==> config.mk <==
export PLATFORM = sky130hd
export DESIGN_NAME = fft_frame_ctrl
export DESIGN_NICKNAME = d
export VERILOG_FILES = /design/src/rtl/fft_frame_ctrl.sv
export SDC_FILE = /design/constraint.sdc
export NUM_CORES = 1
export LEC_CHECK = 0
export ABC_AREA = 1
export ABC_CLOCK_PERIOD_IN_PS = 3100
export CAP_MARGIN = 20
export CORE_ASPECT_RATIO = 1.75
export CORE_MARGIN = 2
export CORE_UTILIZATION = 50
export CTS_CLUSTER_SIZE = 30
export DETAILED_ROUTE_END_ITERATION = 8
export GPL_ROUTABILITY_DRIVEN = 0
export PLACE_DENSITY = 0.9
export SETUP_SLACK_MARGIN = 0.4
export SLEW_MARGIN = 20
export SYNTH_ARGS = -nofsm -noshare
export SYNTH_HDL_FRONTEND = slang
export SYNTH_SLANG_ARGS = --single-unit
export TNS_END_PERCENT = 50
==> constraint.sdc <==
create_clock -name clk -period 3.1 [get_ports clk]
set_clock_uncertainty 0.1 [all_clocks]
set_input_delay 0.31 -clock clk [delete_from_list [all_inputs] [get_ports clk]]
set_output_delay 0.31 -clock clk [all_outputs]
set_load 0.03 [all_outputs]
==> src/rtl/fft_frame_ctrl.sv <==
`default_nettype none
// ============================================================================
// Module      : fft_frame_ctrl
// Description : Frames a stream of real samples into 2^N-sample blocks for an
//               external FFT core, starts the transform, then reads back the
//               lower half of the spectrum one bin at a time and presents
//               |re|+|im| magnitudes over a valid/ready handshake.
//
//   clk          in   rising-edge clock
//   reset        in   synchronous, active-high
//   sample_valid in   qualifies sample
//   sample       in   signed real sample, BIT_WIDTH bits
//   fft_load     out  FFT RAM write strobe (one cycle per accepted sample)
//   add_rd       out  FFT RAM sample / bin address, N bits
//   din          out  sample written into the FFT RAM
//   fft_start    out  one-cycle transform start pulse
//   fft_done     in   transform complete (honoured only while waiting)
//   dout         in   {real, imag} result, valid one cycle after add_rd
//   bin_valid    out  bin_index / bin_mag are valid
//   bin_ready    in   downstream accepts the presented bin
//   bin_index    out  bin number, N-1 bits
//   bin_mag      out  unsigned |re|+|im|, BIT_WIDTH+1 bits
//   frame_done   out  one-cycle pulse after the last bin is accepted
//   overrun      out  sticky: a sample arrived while it could not be taken
//
// Revision    : 1.0  initial release
// ============================================================================
module fft_frame_ctrl #(
    parameter int BIT_WIDTH = 16,
    parameter int N         = 9
) (
    input  logic                   clk,
    input  logic                   reset,
    input  logic                   sample_valid,
    input  logic [BIT_WIDTH-1:0]   sample,
    output logic                   fft_load,
    output logic [N-1:0]           add_rd,
    output logic [BIT_WIDTH-1:0]   din,
    output logic                   fft_start,
    input  logic                   fft_done,
    input  logic [2*BIT_WIDTH-1:0] dout,
    output logic                   bin_valid,
    input  logic                   bin_ready,
    output logic [N-2:0]           bin_index,
    output logic [BIT_WIDTH:0]     bin_mag,
    output logic                   frame_done,
    output logic                   overrun
);

    localparam logic [2:0] c_ST_LOAD    = 3'd0;
    localparam logic [2:0] c_ST_START   = 3'd1;
    localparam logic [2:0] c_ST_WAIT    = 3'd2;
    localparam logic [2:0] c_ST_RADDR   = 3'd3;
    localparam logic [2:0] c_ST_RWAIT   = 3'd4;
    localparam logic [2:0] c_ST_PRESENT = 3'd5;

    localparam logic [N-1:0]         c_LOAD_LAST = '1;
    localparam logic [N-1:0]         c_LOAD_ONE  = {{(N-1){1'b0}}, 1'b1};
    localparam logic [N-2:0]         c_BIN_LAST  = '1;
    localparam logic [N-2:0]         c_BIN_ONE   = {{(N-2){1'b0}}, 1'b1};
    localparam logic [BIT_WIDTH-1:0] c_ONE       = {{(BIT_WIDTH-1){1'b0}}, 1'b1};

    logic [2:0]           r_state;
    logic [2:0]           w_state_next;
    logic [N-1:0]         r_load_cnt;
    logic                 r_frame_full;   // last sample taken, its fft_load cycle in progress
    logic [N-2:0]         r_bin_cnt;
    logic                 r_fft_load;
    logic [N-1:0]         r_add_rd;
    logic [BIT_WIDTH-1:0] r_din;
    logic                 r_bin_valid;
    logic [N-2:0]         r_bin_index;
    logic [BIT_WIDTH:0]   r_bin_mag;
    logic                 r_frame_done;
    logic                 r_overrun;

    logic                 w_accept;
    logic                 w_bin_take;
    logic                 w_last_bin;
    logic [N-2:0]         w_bin_cnt_inc;
    logic [BIT_WIDTH-1:0] w_re;
    logic [BIT_WIDTH-1:0] w_im;
    logic [BIT_WIDTH-1:0] w_re_abs;
    logic [BIT_WIDTH-1:0] w_im_abs;
    logic [BIT_WIDTH:0]   w_mag;

    // During the fft_load cycle of the final sample the frame is already
    // complete, so a sample arriving then is dropped and flagged.
    assign w_accept      = (r_state == c_ST_LOAD) && !r_frame_full && sample_valid;
    assign w_bin_take    = (r_state == c_ST_PRESENT) && r_bin_valid && bin_ready;
    assign w_last_bin    = w_bin_take && (r_bin_cnt == c_BIN_LAST);
    assign w_bin_cnt_inc = r_bin_cnt + c_BIN_ONE;

    // Magnitude is unsigned BIT_WIDTH per component, so the most negative
    // value negates to 2^(BIT_WIDTH-1) without overflow; the sum gains a bit.
    assign w_re     = dout[2*BIT_WIDTH-1:BIT_WIDTH];
    assign w_im     = dout[BIT_WIDTH-1:0];
    assign w_re_abs = w_re[BIT_WIDTH-1] ? (~w_re + c_ONE) : w_re;
    assign w_im_abs = w_im[BIT_WIDTH-1] ? (~w_im + c_ONE) : w_im;
    assign w_mag    = {1'b0, w_re_abs} + {1'b0, w_im_abs};

    always_comb begin
        w_state_next = r_state;
        case (r_state)
            c_ST_LOAD:    if (r_frame_full) w_state_next = c_ST_START;
            c_ST_START:   w_state_next = c_ST_WAIT;
            c_ST_WAIT:    if (fft_done) w_state_next = c_ST_RADDR;
            c_ST_RADDR:   w_state_next = c_ST_RWAIT;
            c_ST_RWAIT:   w_state_next = c_ST_PRESENT;
            c_ST_PRESENT: if (w_bin_take) w_state_next = w_last_bin ? c_ST_LOAD : c_ST_RADDR;
            default:      w_state_next = c_ST_LOAD;
        endcase
    end

    always_ff @(posedge clk) begin
        if (reset) begin
            r_state      <= c_ST_LOAD;
            r_load_cnt   <= '0;
            r_frame_full <= 1'b0;
            r_bin_cnt    <= '0;
            r_fft_load   <= 1'b0;
            r_add_rd     <= '0;
            r_din        <= '0;
            r_bin_valid  <= 1'b0;
            r_bin_index  <= '0;
            r_bin_mag    <= '0;
            r_frame_done <= 1'b0;
            r_overrun    <= 1'b0;
        end else begin
            r_state      <= w_state_next;
            r_fft_load   <= w_accept;
            r_frame_done <= w_last_bin;

            if (w_accept) begin
                r_din      <= sample;
                r_add_rd   <= r_load_cnt;
                r_load_cnt <= r_load_cnt + c_LOAD_ONE;
                if (r_load_cnt == c_LOAD_LAST) r_frame_full <= 1'b1;
            end else if (r_state == c_ST_LOAD && r_frame_full) begin
                r_frame_full <= 1'b0;
            end

            // The bin address is set up on entry to RADDR so the RAM sees
            // it for the whole RADDR cycle and returns data during RWAIT.
            if (r_state == c_ST_WAIT && fft_done) begin
                r_bin_cnt <= '0;
                r_add_rd  <= '0;
            end

            if (w_bin_take) begin
                if (w_last_bin) begin
                    r_load_cnt <= '0;
                end else begin
                    r_bin_cnt <= w_bin_cnt_inc;
                    r_add_rd  <= {1'b0, w_bin_cnt_inc};
                end
            end

            if (r_state == c_ST_RWAIT) begin
                r_bin_mag   <= w_mag;
                r_bin_index <= r_bin_cnt;
                r_bin_valid <= 1'b1;
            end else if (w_bin_take) begin
                r_bin_valid <= 1'b0;
            end

            if (sample_valid && !w_accept) r_overrun <= 1'b1;
        end
    end

    assign fft_load   = r_fft_load;
    assign add_rd     = r_add_rd;
    assign din        = r_din;
    assign fft_start  = (r_state == c_ST_START);
    assign bin_valid  = r_bin_valid;
    assign bin_index  = r_bin_index;
    assign bin_mag    = r_bin_mag;
    assign frame_done = r_frame_done;
    assign overrun    = r_overrun;

endmodule
`default_nettype wire

Word level (Yosys, flattened, before mapping)
Cells that the tools add are included.
Word-level totals
  output and inout bits: 55
  register bits after elaboration: 75
  word-level logic and storage cells: 67
  input bits: 53
Operators by class
  reduce and logical (&&, ||, !) cells: 15
  mux-type cells: 22
  equal/unequal tests: 11
  bitwise logic cells: 2
  add/subtract/negate cells: 5
Operators by type and width (number)
  $mux 9: 7
  $add 16x1->16 const B: 2
  $mux 16: 2
  $not 16->16: 2
  $mux 8: 3
  $pmux 3 s6: 1
  $add 16x16->17: 1
  $add 9x1->9 const B: 1
  $eq 9x9->1 const B: 1
  $mux 3: 3
  $add 8x1->8 const B: 1
  $eq 8x8->1 const B: 1
  $logic_and 1x1->1: 8
  $eq 3x2->1 const B: 2
  $eq 3x3->1 const B: 2
  $ne 2x2->1 const B: 3
  $mux 1: 5
  $reduce_bool 2->1: 2
  $eq 3x1->1 const B: 1
  $logic_not 3->1: 1
  $reduce_and 3->1: 1
  $logic_not 1->1: 2
  $mux 2: 1
  $ne 2x1->1 const B: 1
  $reduce_and 2->1: 1

Longest topological paths before layout
  depth after elaboration: 7
  mapped depth: 22
  gate-level depth less buffers: 22

Least setup slack after synthesis
Ideal clock, no wire load.
  kind: input port to flip-flop
  from: input port dout[31]
  to: register r_bin_mag[15], in the netlist bin_mag[15]
  path slack: 731 ps
  data arrival time: 2160 ps
  stages on the path: 14
  data required time: 2891 ps
  buffers on the path: 2
  setup time: 109 ps
  cell sequence: clkbuf_1 > clkbuf_1 > nand2_1 > xor2_1 > ha_1 > or2_2 > nand3_1 > nand2_1 > nand2_1 > nand2_1 > nand2_1 > nand3_1 > nand2_1 > inv_1
Between the ends
  cells in the longest elaborated chain, start to end: 4
Ends and longest elaborated chain
  from (decl): RTL line 41  | input logic [2*BIT_WIDTH-1:0] dout,
  $not 16->16: RTL line 98  | assign w_re_abs = w_re[BIT_WIDTH-1] ? (~w_re + c_ONE) : w_re;
  $add 16x1->16: RTL line 98
  $mux 16 (*): RTL line 98
  $add 16x16->17 (*): RTL line 100  | assign w_mag = {1'b0, w_re_abs} + {1'b0, w_im_abs};
  to (signal assigned): RTL line 160  | r_bin_mag <= w_mag;
  to (decl): RTL line 73  | logic [BIT_WIDTH:0] r_bin_mag;
Every way passes the cells marked *; elsewhere a longest branch is shown, timed or not.
A chain may end at the register's enable or synchronous reset.

Worst setup path in the final report
  from: input port dout[15]
  to: register r_bin_mag[8], in the netlist bin_mag[8]
Between the ends
  cells in the longest elaborated chain, start to end: 2
Ends and longest elaborated chain
  $mux 16: RTL line 99  | assign w_im_abs = w_im[BIT_WIDTH-1] ? (~w_im + c_ONE) : w_im;
  $add 16x16->17: RTL line 100
Every way passes these cells.

==> flow_metrics.py <==
metrics = {
    "finish": {
        "finalNonFillerCells": 941,
        "syn_to_final_growth_pct": 37.6,
        "drive_gt1_frac": 0.125,
        "n_antenna_cell": 0,
        "fin_nets": 891,
    },
    "global_routing": {
        "grtUsageMet1": 0.248,
        "grt_pass1_wl_um": 20600,
        "use_met2": 0.481,
        "grt_max_degree": 30,
        "antenna_found_initial": 0,
        "gr-total-overflow": 0,
        "grt_use_total": 0.248,
        "grt_pass1_vias": 4697,
        "grtUsageMet3": 0.0337,
        "grt_busiest_layer": "met2",
    },
    "setup_path": {
        "cp_top_family": "buffers and inverters",
        "path_max_fanout": 7,
        "crit_type": "in2reg",
        "reg2reg_depth": 9,
        "slowest_stage": "clkdlybuf4s50_1",
        "cp_num_buf_inv": 5,
        "reg2reg_to": "r_load_cnt[5]",
        "reg2reg_slack_ps": 1150,
        "cp.depth": 13,
        "worstSetupEndpointType": "flip-flop",
        "rr_startpoint": "r_state[1]",
        "crit_path_start": "dout[15]",
        "crit_arrival_ps": 2750,
        "crit_chain": "clkdlybuf4s50_1, buf_4, o21ai_0, inv_1, fa_1, inv_1, nand3_1, nand3_1, a21oi_1, or2_2, nand3_1, nand2_1, inv_1",
        "start_kind": "input port",
        "slowest_delay_ps": 520,
        "cp-endpoint": "bin_mag[8]",
        "cp.required_ps": 3280,
    },
    "timing": {
        "min_period_ps": 2570,
        "worst_pin_slew_ps": 611,
        "timing.hold.ws_ps": 288,
        "maxSlewHeadroom": 0.591,
        "finalCritPeriodShare": 0.829,
        "setup_violations": 0,
        "hold_viol": 0,
        "fmax_ghz": 0.389,
        "rsz0062_at_grt": "true",
        "slew_violations": 0,
        "tns_ps": 0,
    },
    "detailed_routing": {
        "ant_nets": 0,
        "post_drt_wl_per_cell_um": 13.1,
        "drt_iter0_drc": 244,
        "wirelength_um": 12300,
        "dr_total_vias": 4848,
        "drt-pass1-iter-count": 4,
        "drcViolationCount": 0,
        "vias_per_cell": 5.15,
    },
    "clock_network": {
        "clkSinkCount": 75,
        "cts_hold_buf": 0,
        "cts-root-buf": "clkbuf_16",
        "htreeDepth": 3,
        "cts_made_buffers": 9,
        "path_clk_slew_ps": 60,
        "clkLatencyLatePin_ps": 330,
        "cts_tree": "done",
        "cts_max_path_buffers": 2,
    },
    "synthesis": {
        "yosysWarnings": 0,
        "synth-simple-area-share": 0.319,
        "syn_inst": 706,
        "synth_cell_types": 33,
        "synth_xor_area_frac": 0.0626,
        "synth_nets": 781,
        "synth_adder_area_share": 0.0612,
        "synth_compound_area_frac": 0.115,
        "mappedNetlistArea_mm2": 0.00462,
        "synthMuxAreaShare": 0.00433,
        "ys_seq_elements": 75,
        "synth-seq-area-share": 0.325,
        "syn_area_per_cell_um2": 6.54,
        "synth_top_family_by_area": "simple AND/OR/NAND/NOR gates",
    },
    "floorplan": {
        "die_x_um": 76.7,
        "std_cell_rows": 46,
        "core_area_mm2": 0.00904,
        "io_pins": 108,
        "initial_utilization": 0.511,
        "die_h_um": 131,
        "die_area_mm2": 0.0101,
    },
    "min_path": {
        "worstHoldPathType": "in2reg",
    },
    "power_and_ir_drop": {
        "peakVddDrop_uv": 334,
        "leakagePower_nw": 2.90,
        "power_density_mw_per_mm2": 427,
        "power_w": 0.00271,
    },
    "status": {
        "outcome": "complete, no violations",
    },
    "placement": {
        "placed_cells": 922,
        "dpl.hpwl_um": 9210,
        "numPortBuffers": 107,
    },
    "flow_run": {
        "maxCapViolCount": 0,
    },
}
-- synth_stat cells (all sizes together) --
library cell	count	area [µm²]
o21ai	64	320
buf	14	96.3
nand3b	3	22.5
inv	106	398
nand4	4	25.0
nor2	118	478
dfxtp	75	1500
nand2	153	584
nor3b	1	7.51
nor4	1	6.26
ha	21	263
xor2	23	201
nand3	51	260
xnor2	10	87.6
a22oi	1	12.5
clkbuf	7	26.3
o22ai	2	12.5
or2	6	37.5
a21oi	26	130
mux2i	2	20.0
o211ai	3	22.5
fa	1	20.0
a211oi	1	12.5
a32o	1	10.0
a31oi	2	12.5
nor3	10	50.1
-- power breakdown --
part	leakage, nW	switching [W]	internal (W)
clock	0.134	0.000402	0.000586
combinational	2.16	0.000422	0.000300
sequential	0.611	0.0000136	0.000989
total	2.90	0.000837	0.00188
-- state kept, by name (all words and copies together), names as in the netlist --
register / flops
add_rd: 9
bin_index: 8
bin_mag: 17
bin_valid: 1
din: 16
fft_load: 1
frame_done: 1
overrun: 1
r_bin_cnt: 8
r_frame_full: 1
r_load_cnt: 9
r_state: 3
-- per-layer routing --
metal | routed length, µm | vias to the layer above
met5 | 0 | -
met1 | 4460 | 2207
met3 | 401 | 37
met2 | 6980 | 151
met4 | 487 | 0
li1 | - | 2453
-- cells by family (layout without fill, tap and decap cells) --
family          count (synthesis)  count (layout)
mux                             2               2
fa+ha+maj                      22              22
compound gates                100             100
xor+xnor                       33              33
simple gates                  347             347
flops                          75              75
buf+inv                       127             242
-- worst register-to-register path: stages, from the launching register on --
cell and delay [ps]:
dfxtp_1 340, nor2_2 170, nand2_2 80, nor2_2 120
nand2_2 350, nor2_2 290, nand2_1 140, o21ai_1 170
nand2_1 70, nor2_1 80
-- what timing repair did --
item	CTS	global route
resized for setup	3	64
setup endpoints to repair	2	10
buffers inserted	0	3
pin swaps	0	18
-- cell usage in the layout, fill, tap and decap left out, drive strengths merged, types with 4 or more instances in the layout --
cell           count
nand2            153
nor2             118
inv              107
clkdlybuf4s50    105
dfxtp             75
o21ai             64
nand3             51
a21oi             26
xor2              23
ha                21
buf               13
clkbuf            11
xnor2             10
nor3              10
or2                6
nand4              4
-- worst min path at each step --
| stage | start | endpoint | cells after the start |
|---|---|---|---|
| final | dout[16] | bin_mag[0] | 4 |
| after global routing | dout[16] | bin_mag[0] | 4 |
| after detailed placement | overrun | overrun | 2 |
| after CTS | overrun | overrun | 2 |
| after global placement | overrun | overrun | 2 |
| after floorplan | sample[0] | din[0] | 2 |
-- per-stage QoR --
step                      utilization  instance area [µm²]  setup slack [ps]
after global routing            0.703                 6350               324
after floorplan                     -                 4620               731
final                           0.703                 6350               529
after global placement          0.641                 5790              30.5
after detailed placement        0.641                 5790              2.22
after CTS                       0.675                 6100               398
-- area by class of cell --
type | instances | area [µm²]
clock buffer | 11 | 253
sequential | 75 | 1500
tap | 120 | 150
multi-input combinational | 504 | 2840
clock inverter | 5 | 36.3
timing repair buffer | 120 | 1170
fill | 698 | 2680
inverter | 106 | 398
Power figures use the tool's default switching activity.
